`src/rtl/lx32_store_buffer.sv`:
```
// Posted-write store buffer between the LX32 core data port and the data bus.
// Latency: a store is presented on the bus one cycle after it is accepted; loads resolve combinationally.
// Backpressure: stall while full; a store issued while full with no drain is dropped and sets overflow.
//
// Ports:
//   clk, rst                         clock, async active-low reset
//   core_addr/core_wdata/core_we     store/load request from the core LSU
//   core_rdata                       load data (forwarded or rd_data)
//   stall                            buffer full
//   rd_addr/rd_data                  memory asynchronous read port
//   bus_valid/bus_ready              head-entry drain handshake
//   bus_addr/bus_wdata               head entry contents
//   count, overflow                  occupancy and sticky drop flag
module lx32_store_buffer #(
  parameter int DEPTH  = 4,
  parameter bit FWD_EN = 1'b1
) (
  input  logic                       clk,
  input  logic                       rst,
  input  logic [31:0]                core_addr,
  input  logic [31:0]                core_wdata,
  input  logic                       core_we,
  output logic [31:0]                core_rdata,
  output logic                       stall,
  output logic [31:0]                rd_addr,
  input  logic [31:0]                rd_data,
  output logic                       bus_valid,
  input  logic                       bus_ready,
  output logic [31:0]                bus_addr,
  output logic [31:0]                bus_wdata,
  output logic [$clog2(DEPTH+1)-1:0] count,
  output logic                       overflow
);

  localparam int PW = $clog2(DEPTH);
  localparam int CW = $clog2(DEPTH+1);
  localparam logic [CW-1:0] FULL = CW'(DEPTH);

  logic [31:0]   ent_addr [DEPTH];
  logic [31:0]   ent_data [DEPTH];
  logic [PW-1:0] wr_ptr;
  logic [PW-1:0] rd_ptr;
  logic          push;
  logic          pop;
  logic [31:0]   fwd_data;
  logic [PW-1:0] idx;

  assign stall     = (count == FULL);
  assign bus_valid = (count != '0);
  assign bus_addr  = ent_addr[rd_ptr];
  assign bus_wdata = ent_data[rd_ptr];
  assign rd_addr   = core_addr;

  assign pop  = bus_valid && bus_ready;
  // A drain in the same cycle frees the slot, so a store while full is still accepted.
  assign push = core_we && (!stall || pop);

  always_ff @(posedge clk or negedge rst) begin
    if (!rst) begin
      wr_ptr   <= '0;
      rd_ptr   <= '0;
      count    <= '0;
      overflow <= 1'b0;
    end else begin
      if (push) wr_ptr <= wr_ptr + PW'(1);
      if (pop)  rd_ptr <= rd_ptr + PW'(1);
      if (push && !pop)      count <= count + CW'(1);
      else if (pop && !push) count <= count - CW'(1);
      if (core_we && stall && !pop) overflow <= 1'b1;
    end
  end

  // Entry storage carries no reset; contents are only observed while occupied.
  always_ff @(posedge clk) begin
    if (push) begin
      ent_addr[wr_ptr] <= core_addr;
      ent_data[wr_ptr] <= core_wdata;
    end
  end

  // Walk occupied entries oldest to youngest; later matches override earlier
  // ones so the youngest matching store wins. Only registered entries are
  // searched, so a same-cycle store never forwards to itself.
  always_comb begin
    fwd_data = rd_data;
    idx      = '0;
    for (int k = 0; k < DEPTH; k++) begin
      idx = rd_ptr + PW'(k);
      if ((CW'(k) < count) && (ent_addr[idx][31:2] == core_addr[31:2]))
        fwd_data = ent_data[idx];
    end
  end

  assign core_rdata = FWD_EN ? fwd_data : rd_data;

endmodule
```
`config.mk`:
```
export PLATFORM = sky130hd
export DESIGN_NAME = lx32_store_buffer
export DESIGN_NICKNAME = d
export VERILOG_FILES = /design/src/rtl/lx32_store_buffer.sv
export SDC_FILE = /design/constraint.sdc
export NUM_CORES = 1
export LEC_CHECK = 0
export ABC_CLOCK_PERIOD_IN_PS = 4590
export CORE_UTILIZATION = 25
export CTS_CLUSTER_DIAMETER = 40
export DETAILED_ROUTE_END_ITERATION = 6
export GPL_TIMING_DRIVEN = 0
export SYNTH_ARGS = -nofsm -noshare
export SYNTH_HDL_FRONTEND = slang
export SYNTH_SLANG_ARGS = --single-unit
```
`constraint.sdc`:
```
create_clock -name clk -period 4.59 [get_ports clk]
set_input_delay 0.918 -clock clk [delete_from_list [all_inputs] [get_ports clk]]
set_output_delay 0.918 -clock clk [all_outputs]
set_load 0.01 [all_outputs]
```
==> results of run 1 <==
## kinds of logic (layout without fill, tap and decap cells)
| family | after synthesis | in the layout |
|---|---|---|
| DFF | 264 | 264 |
| buffers and inverters | 186 | 591 |
| other | 0 | 3 |
| AOI/OAI and AO/OA | 187 | 187 |
| xor gates and xnor gates | 97 | 97 |
| muxes | 371 | 371 |
| and+or+nand+nor | 160 | 160 |
| adders and majority gates | 9 | 9 |
## sequential cells by signal, summed over array words and instances, names as in the netlist
register and flops:
count 3, ent_addr 128, ent_data 128, overflow 1, rd_ptr 2, wr_ptr 2
## how the worst min path moves through the flow
| stage | startpoint | to | slack [ns] | cells after the start |
|---|---|---|---|---|
| global route | overflow | overflow | 0.50 | 1 |
| global placement | overflow | overflow | 0.46 | 1 |
| floorplan | overflow | overflow | 0.49 | 1 |
| CTS | overflow | overflow | 0.47 | 1 |
| detailed placement | overflow | overflow | 0.45 | 1 |
| finish | overflow | overflow | 0.46 | 1 |
## area by class of cell
class,instances,share of cell area (%)
repair buffers,326,13.09
inverters,44,0.6666
multi-input cells,824,38.26
clock inverters,34,1.778
diodes,3,0.02963
well taps,931,4.597
clock buffers,47,4.429
plain buffers,140,6.024
flip-flops and latches,264,31.13
## worst max-delay path: stages, from the launching register on
cell	delay, ns
sky130_fd_sc_hd__dfrtp_1	0.35
sky130_fd_sc_hd__buf_8	0.17
sky130_fd_sc_hd__buf_12	0.17
sky130_fd_sc_hd__buf_16	0.14
sky130_fd_sc_hd__mux2i_2	0.28
sky130_fd_sc_hd__mux2i_2	0.13
sky130_fd_sc_hd__xnor2_2	0.30
sky130_fd_sc_hd__nand3_2	0.16
sky130_fd_sc_hd__a2111o_1	0.58
sky130_fd_sc_hd__buf_4	0.21
sky130_fd_sc_hd__a2bb2oi_4	0.16
sky130_fd_sc_hd__nor2b_4	0.14
sky130_fd_sc_hd__clkbuf_16	0.16
sky130_fd_sc_hd__buf_12	0.16
sky130_fd_sc_hd__a211oi_2	0.22
sky130_fd_sc_hd__buf_4	0.19
## per-layer routing
layer  part of all wire, %  up-vias
met1                    44     7140
met2                    48      546
met4                   3.4        0
met3                   5.4      122
met5                     0        -
li1                      -     5846
## synthesized netlist by cell type (all sizes together), types with 7 or more instances
cell type  count
a32oi          7
o2111ai        7
dfrtp          8
a211oi        10
a21oi         61
mux2i        213
nand4         13
clkbuf        49
buf           93
xor2          19
edfxtp       256
and2           9
inv           44
nor3          36
o22ai         13
mux4         137
nand2         37
nor4          14
nor2          26
mux2          21
ha             9
xnor2         78
nand3          8
o21ai         11
a31oi         33
## where the power goes
group          internal [mW]  switching (mW)
logic                   4.89            5.08
registers               3.19           0.358
clock network           2.17            1.33
## what timing repair did
| item | CTS | global route |
|---|---|---|
| hold endpoints to repair | 0 | 0 |
| pin swaps | 34 | 16 |
| gates resized for setup | 492 | 100 |
| setup endpoints to repair | 72 | 48 |
| gates cloned | 4 | 5 |
| hold buffers | 0 | 0 |
| buffers inserted | 44 | 37 |
## metrics by stage
stage	hold slack, ns	cells
floorplan	0.4932	1274
global placement	0.4568	2438
detailed placement	0.4483	2442
CTS	0.4650	2569
global route	0.5004	2612
finish	0.4637	2613
==> flow_summary.ini, run 1 <==
[global_routing]
gr-usage-met1_pct = 25.97
grt_use_met3_pct = 2.555
number_of_antenna_violations_at_the_first_check_in_global_routing = 2
grt.busiest_layer = met2
grt_start_max_net_pins = 46
grt_util_overall_pct = 18.99
first_global_vias = 13670
grt_use_met2_pct = 31.09
grt_first_pass_wirelength_um = 97300
grt_overflow = 0

[synth]
synth_top_family_by_area = multiplexers
ys.flop_type = sky130_fd_sc_hd__edfxtp_1
synthesis.area_sq_mm = 0.01735
netlist_instances = 1274
edff_count_synth = 256
synth.net_count = 1383
post_synth_fa_ha_maj_area_fraction_pct = 0.6492
ys_types = 61
yosys.area.top_type = sky130_fd_sc_hd__edfxtp_1
yosys.area_share.xor_xnor_pct = 4.898
yosys_warnings = 0
synth-seq-area-share_pct = 45.47
synthTopCellsByArea = sky130_fd_sc_hd__edfxtp_1 (44%), sky130_fd_sc_hd__mux4_2 (18%), sky130_fd_sc_hd__mux2i_1 (12%)
post_synthesis_compound_gate_area_fraction_pct = 7.134
yosys.area.top_type_share_pct = 44.32
synthArstFlopShare_pct = 3.030
yosys.area_share.simple_pct = 4.724
synth.ff_latch_count = 264
yosys-mux-area-fraction_pct = 31.53
syn-mean-instance-area_sq_um = 13.62

[finish]
most_frequent_cells_in_the_layout = sky130_fd_sc_hd__edfxtp_1 (256), sky130_fd_sc_hd__clkdlybuf4s50_1 (181), sky130_fd_sc_hd__mux2i_1 (141)
layout.area.seq_sq_mm = 0.007888
multi_input_comb_area_sq_mm = 0.009694
final.fill_count = 6475
final_design_area_no_fill_sq_mm = 0.02534
final_core_utilization_pct = 36.94
layout-drive-gt1-share_pct = 38.65
synthToLayoutAreaGrowth_pct = 46.07
final_net_count = 1753
mostFrequentLayoutCell = sky130_fd_sc_hd__edfxtp_1

[sta]
post_route_setup_slack_ns = -0.4714
max_freq_mhz = 197.6
fin_crit_sh_pct = 110.3
period_needed_ns = 5.061
slew_at_the_pin_closest_to_its_max_slew_limit_ns = 1.092
tns_ns = -12.82
setup_viol_count_final = 32
number_of_hold_violations_in_the_final_report = 0
timing_max_transition_violations_final = 0
tightest_slew_margin_relative_to_the_limit_pct = 27.20
rsz_0062_raised_after_global_routing = yes
timing.clock.skew_ns = 0.02104

[outcome]
status = complete, but fails checks
violations = design-rule violations, negative setup slack

[routing]
postRouteWirelength_um = 69400
drt-wirelength-per-cell_um = 26.56
firstDrtPassIters = 7
drt.antenna.violating_nets = 0
vias = 13654
drt_drc_violations_left = 3
post_drt_via_cell_ratio = 5.225
first_iter_violations = 1001

[cts]
tritoncts = done
clkSlewWorstSetupHoldPaths_ns = 0.05
cts_made_buffers = 44
cts_num_sinks = 264
worst_skew_pair_later_pin_latency_ns = 0.60
cts_max_level = 2
root_buffer = sky130_fd_sc_hd__clkbuf_16
ctsLongestPathBuffers = 3

[setup_path]
endpoint = core_rdata[26]
startpoint_type_of_the_worst_setup_path = register
timing_worst_setup_path_type = register to output pin
worstPathRequired_ns = 3.67
reg2reg_from = rd_ptr[0]
r2r_setup_slack_ns = 1.87
crit_fanout = 10
crit_start = rd_ptr[1]
setup.worst_path.end_class = output pin
worst-r2r-cell-count = 12
timing.rr.end = rd_ptr[1]
worstPathArrival_ns = 4.14

[die]
die-height_um = 265.4
die_area_sq_mm = 0.07045
fp.dieW_um = 265.4
placementRows = 96
initial_core_utilization_pct = 25.29
floorplan_core_area_sq_mm = 0.06859
design.portCount = 234

[power_and_ir_drop]
vdd_drop_max_mv = 0.2750
power.total_mw = 17.03
static-leakage-power_nw = 9.232
cellPowerDensity_mw_per_mm2 = 671.9

[placement]
dp_worst_setup_slack_ns = -2.160
gp_routability_congestion = 0.9415
port_buffers = 233
placed_area_sq_mm = 0.02096
place_hpwl_um = 48450

[job]
maxCapViolCount = 0

[min_path]
hold_path.class = register to register
Power figures use the tool's default switching activity.
==> inputs of run 2 (changes only) <==
--- a/config.mk
+++ b/config.mk
@@ -10,6 +10,8 @@
 export CTS_CLUSTER_DIAMETER = 40
 export DETAILED_ROUTE_END_ITERATION = 6
 export GPL_TIMING_DRIVEN = 0
+export RECOVER_POWER = 100
+export SLEW_MARGIN = 20
 export SYNTH_ARGS = -nofsm -noshare
 export SYNTH_HDL_FRONTEND = slang
 export SYNTH_SLANG_ARGS = --single-unit
==> flow_summary.ini, run 2 (synthesis results as in run 1) <==
[sta]
fin_crit_sh_pct = 111.3
number_of_hold_violations_in_the_final_report = 0
max_freq_mhz = 195.7
period_needed_ns = 5.110
timing_max_transition_violations_final = 115
tns_ns = -15.14
timing.clock.skew_ns = 0.01737
post_route_setup_slack_ns = -0.5197
slew_at_the_pin_closest_to_its_max_slew_limit_ns = 2.475
tightest_slew_margin_relative_to_the_limit_pct = -65.12
rsz_0062_raised_after_global_routing = yes
setup_viol_count_final = 91

[setup_path]
slowest_delay_ns = 0.52
crit_start = rd_ptr[1]
worstPathRequired_ns = 3.67
reg2reg_from = count[0]
worst_path_cell_trace = buf_6 > buf_12 > buf_4 > mux4_2 > xor2_2 > nor4_4 > o2111ai_4 > nor4_4 > buf_6 > buf_4 > a211oi_4 > buf_4 > a32oi_1 > mux2i_1 > a211oi_4 > buf_2
crit_fanout = 8
slowest_stage = sky130_fd_sc_hd__mux4_2
cpMostUsedCell = sky130_fd_sc_hd__buf_4
startpoint_type_of_the_worst_setup_path = register
setup.worst_path.end_class = output pin
timing_worst_setup_path_type = register to output pin
worstPathArrival_ns = 4.19

[cts]
cts_num_sinks = 264
cts_max_level = 2
worst_skew_pair_later_pin_latency_ns = 0.59
clkSlewWorstSetupHoldPaths_ns = 0.05
ctsLongestPathBuffers = 3
holdBufCountCts = 0
root_buffer = sky130_fd_sc_hd__clkbuf_16
tritoncts = done
cts_made_buffers = 44

[routing]
first_iter_violations = 1209
drt_drc_violations_left = 0
firstDrtPassIters = 5
vias = 13749
drt-wirelength-per-cell_um = 26.72
postRouteWirelength_um = 70030
post_drt_via_cell_ratio = 5.246
drt.antenna.violating_nets = 0

[placement]
gp_routability_congestion = 0.9415
port_buffers = 233
place_hpwl_um = 48840
placed_area_sq_mm = 0.02098
dp_worst_setup_slack_ns = -2.159
numPlacedInstances = 2443

[power_and_ir_drop]
static-leakage-power_nw = 9.327
cellPowerDensity_mw_per_mm2 = 663.1
vdd_drop_max_mv = 0.2873

[finish]
synthToLayoutAreaGrowth_pct = 47.51
final_net_count = 1761
final.fill_count = 6417
mostFrequentLayoutCell = sky130_fd_sc_hd__edfxtp_1
most_frequent_cells_in_the_layout = sky130_fd_sc_hd__edfxtp_1 (256), sky130_fd_sc_hd__mux2i_1 (138), sky130_fd_sc_hd__mux4_2 (137)
top_regs = ent_addr: 128 flops, ent_data: 128 flops, count: 3 flops
final_design_area_no_fill_sq_mm = 0.02559
final_cells = 2621
layout-drive-gt1-share_pct = 39.57

[die]
fp.dieW_um = 265.4
floorplan_core_area_sq_mm = 0.06859
die_area_sq_mm = 0.07045
design.portCount = 234
initial_core_utilization_pct = 25.29
placementRows = 96
die-height_um = 265.4

[outcome]
violations = max-capacitance violations, max-slew violations, negative setup slack
status = complete, but fails checks

[global_routing]
grt_start_max_net_pins = 38
first_global_vias = 13647
grt_util_overall_pct = 19.06
number_of_antenna_violations_at_the_first_check_in_global_routing = 7
grt_overflow = 0
grt_first_pass_wirelength_um = 97370

[job]
maxCapViolCount = 4

[min_path]
worstHoldStart = overflow
hold_path.class = register to register
==> run 2: cell types whose count changed in the layout (fill, tap and decap cells not counted), moves of 8 or more <==
| cell | before | now |
|---|---|---|
| sky130_fd_sc_hd__dlygate4sd3_1 | 0 | 99 |
| sky130_fd_sc_hd__buf_12 | 25 | 33 |
| sky130_fd_sc_hd__buf_4 | 99 | 85 |
| sky130_fd_sc_hd__a31oi_4 | 7 | 18 |
| sky130_fd_sc_hd__a31oi_1 | 23 | 13 |
| sky130_fd_sc_hd__clkbuf_4 | 11 | 22 |
| sky130_fd_sc_hd__clkdlybuf4s50_1 | 181 | 85 |
| sky130_fd_sc_hd__clkbuf_2 | 9 | 20 |
==> run 2: repair_timing <==
item                                    CTS  global route
resized for setup                       508           129
cloned                                    6             5
endpoints found under the setup margin   72            59
endpoints found under the hold margin     0             0
pin swaps                                37            36
buffers inserted                         50            39
==> run 2: final cells by class <==
type,instances,area [sq um],share of cell area [%]
inverters,44,168.9,0.6601
clock buffers,48,1147,4.484
repair buffers,334,3317,12.96
diodes,2,5.005,0.01956
clock inverters,34,437.9,1.711
well taps,931,1165,4.552
plain buffers,140,1539,6.014
flip-flops and latches,264,7888,30.82
multi-input cells,824,9921,38.77
==> run 2: where the power goes <==
group          total (mW)  switching [mW]  internal, mW  leakage, nW
logic                9.87            5.14          4.73         6.12
clock network        3.53            1.29          2.24        0.762
registers            3.57           0.356          3.21         2.44
total                17.0            6.78          10.2         9.33
==> run 2: worst max-delay path, delay by kind of cell, from the launching register on <==
| family | cells | cell delay [ns] |
|---|---|---|
| multiplexers | 2 | 0.65 |
| flip-flops | 1 | 0.34 |
| AND/OR/NAND/NOR | 2 | 0.64 |
| AO/OA/AOI/OAI | 4 | 0.69 |
| XOR/XNOR | 1 | 0.20 |
| buffers and inverters | 7 | 1.08 |
==> run 2: path summary, 6_finish.rpt <==
check	endpoint	slack, ns	depth (start not counted)
max reg2reg	ent_addr[0][10]	-0.06	8
max in group asynchronous	rd_ptr[1]	3.58	1
max	core_rdata[16]	-0.52	16
min	overflow	0.46	1
min reg2reg	overflow	0.46	1
min in group asynchronous	rd_ptr[0]	0.71	1
==> run 2: per-layer routing <==
metal  vias up  track usage [%]  wire (um)
met5         -                0         39
met4         6            6.890       2684
met3       144            2.851       3907
met2       563            31.19      33320
met1      7189            25.52      30080
li1       5847                -          -
==> run 2: metrics by stage <==
step | power, mW | hold slack, ns | util, %
finish | 16.97 | 0.4630 | 37.31
CTS | 16.39 | 0.4703 | 35.88
global route | 17.54 | 0.4971 | 37.31
floorplan | 8.350 | 0.4932 | -
detailed placement | 11.55 | 0.4496 | 30.58
global placement | 11.46 | 0.4568 | 30.39
==> inputs of run 3 (changes only) <==
--- a/config.mk
+++ b/config.mk
@@ -10,6 +10,7 @@
 export CTS_CLUSTER_DIAMETER = 40
 export DETAILED_ROUTE_END_ITERATION = 6
 export GPL_TIMING_DRIVEN = 0
+export PLACE_DENSITY = 0.43
 export RECOVER_POWER = 100
 export SLEW_MARGIN = 20
 export SYNTH_ARGS = -nofsm -noshare
==> flow_summary.ini, run 3 (synthesis results as in run 1) <==
[routing]
drt.antenna.violating_nets = 0
drt-wirelength-per-cell_um = 26.28
first_iter_violations = 1124
firstDrtPassIters = 5
drt_drc_violations_left = 0
post_drt_via_cell_ratio = 5.049
vias = 13174
postRouteWirelength_um = 68550

[outcome]
status = complete, but fails checks
violations = negative setup slack

[cts]
holdBufCountCts = 0
clkSlewWorstSetupHoldPaths_ns = 0.05
cts_made_buffers = 52
ctsLongestPathBuffers = 3
cts_num_sinks = 264
cts_max_level = 2
worst_skew_pair_later_pin_latency_ns = 0.60
tritoncts = done
root_buffer = sky130_fd_sc_hd__clkbuf_16

[placement]
dp_worst_setup_slack_ns = -2.184
gp_routability_congestion = 0.9079
place_hpwl_um = 49220
port_buffers = 233

[sta]
setup_viol_count_final = 32
number_of_hold_violations_in_the_final_report = 0
rsz_0062_raised_after_global_routing = yes
timing.clock.skew_ns = 0.03129
final.hold.worst_slack_ns = 0.4670
max_freq_mhz = 198.2
fin_crit_sh_pct = 109.9
slew_at_the_pin_closest_to_its_max_slew_limit_ns = 1.006
period_needed_ns = 5.045
timing_max_transition_violations_final = 0
tightest_slew_margin_relative_to_the_limit_pct = 32.92
post_route_setup_slack_ns = -0.4551

[power_and_ir_drop]
vdd_drop_max_mv = 0.2971
static-leakage-power_nw = 9.147
cellPowerDensity_mw_per_mm2 = 676.2

[setup_path]
timing.rr.end = ent_addr[3][24]
reg2reg_from = count[0]
worstPathArrival_ns = 4.13
timing_worst_setup_path_type = input pin to output pin
setup.worst_path.end_class = output pin
crit_fanout = 10
worst-r2r-cell-count = 8
worstPathRequired_ns = 3.67
startpoint_type_of_the_worst_setup_path = input pin
r2r_setup_slack_ns = 1.83
crit_start = core_addr[13]

[global_routing]
grt_first_pass_wirelength_um = 97300
grt_overflow = 0
number_of_antenna_violations_at_the_first_check_in_global_routing = 8
grt_util_overall_pct = 19.11
grt_start_max_net_pins = 37
first_global_vias = 13301

[finish]
final_net_count = 1745
most_frequent_cells_in_the_layout = sky130_fd_sc_hd__edfxtp_1 (256), sky130_fd_sc_hd__mux2i_1 (149), sky130_fd_sc_hd__clkdlybuf4s50_1 (146)
final.fill_count = 6522
layout.area.seq_sq_mm = 0.007888
layout-drive-gt1-share_pct = 36.97
top_regs = ent_addr: 128 flops, ent_data: 128 flops, count: 3 flops
mostFrequentLayoutCell = sky130_fd_sc_hd__edfxtp_1
synthToLayoutAreaGrowth_pct = 44.50
multi_input_comb_area_sq_mm = 0.009524

[die]
design.portCount = 234
placementRows = 96
die-height_um = 265.4
die_area_sq_mm = 0.07045
floorplan_core_area_sq_mm = 0.06859
fp.dieW_um = 265.4
initial_core_utilization_pct = 25.29

[min_path]
hold_end = overflow
hold_path_depth = 1
hold_path.class = register to register
worstHoldStart = overflow

[job]
maxCapViolCount = 0
## run 3: cell types whose count changed in the layout (fill, tap and decap cells not counted), moves of 11 or more
cell | previous run | this run
sky130_fd_sc_hd__mux2i_1 | 138 | 149
sky130_fd_sc_hd__clkdlybuf4s50_1 | 85 | 146
sky130_fd_sc_hd__dlygate4sd3_1 | 99 | 42
sky130_fd_sc_hd__a31oi_1 | 13 | 24
sky130_fd_sc_hd__a31oi_4 | 18 | 3
## run 3: metal layers
| layer | wire, um | GRT usage, % | vias to the layer above |
|---|---|---|---|
| li1 | - | - | 5823 |
| met1 | 30660 | 26.51 | 6795 |
| met2 | 32540 | 30.76 | 453 |
| met3 | 4010 | 3.509 | 95 |
| met4 | 1284 | 4.499 | 8 |
| met5 | 54 | 0 | - |
## run 3: power by group
part | switching (mW) | internal, mW
Combinational | 4.88 | 4.64
Clock | 1.38 | 2.50
Sequential | 0.345 | 3.19
Total | 6.61 | 10.3
## run 3: critical path, cell delays in order
cell and delay, ns:
sky130_fd_sc_hd__dlygate4sd3_1 0.63, sky130_fd_sc_hd__clkbuf_2 0.31, sky130_fd_sc_hd__xnor2_1 0.17, sky130_fd_sc_hd__nor3_1 0.19
sky130_fd_sc_hd__nand3_1 0.12, sky130_fd_sc_hd__a2111o_1 0.58, sky130_fd_sc_hd__buf_4 0.20, sky130_fd_sc_hd__a2bb2oi_4 0.17
sky130_fd_sc_hd__nor2b_4 0.17, sky130_fd_sc_hd__buf_6 0.17, sky130_fd_sc_hd__a211oi_4 0.31, sky130_fd_sc_hd__buf_2 0.19
## run 3: layout make-up
cell class / count / share of cell area [%]
timing repair buffer: 309 / 12.13
clock buffer: 55 / 5.236
clock inverter: 40 / 1.982
inverter: 44 / 0.6589
buffer: 141 / 5.865
multi-input combinational: 824 / 38.00
tap: 931 / 4.647
sequential: 264 / 31.47
antenna: 1 / 0.009984
## run 3: timing repair
action                     CTS  global route
cloned                       2             2
setup endpoints to repair   71            53
pin swaps                   29            15
gates resized for setup    472            74
buffers inserted            54            11
## run 3: how the worst max path moves through the flow
stage,end,depth (start not counted)
after global placement,core_rdata[26],12
final,core_rdata[26],12
after global routing,core_rdata[30],18
after floorplan,core_rdata[20],11
after detailed placement,core_rdata[26],12
after CTS,core_rdata[30],18
## run 3: metrics by stage
step / cells / setup TNS (ns) / power, mW / utilization [%] / cell area, sq um
final: 2609 / -10.90 / 16.95 / 36.55 / 25070
after CTS: 2595 / -11.87 / 16.79 / 35.89 / 24620
after global placement: 2438 / -373.02 / 11.59 / 30.39 / 20840
after floorplan: 1274 / 0 / 8.350 / - / 17350
after detailed placement: 2445 / -69.59 / 11.58 / 30.62 / 21000
after global routing: 2608 / -14.49 / 17.66 / 36.54 / 25060
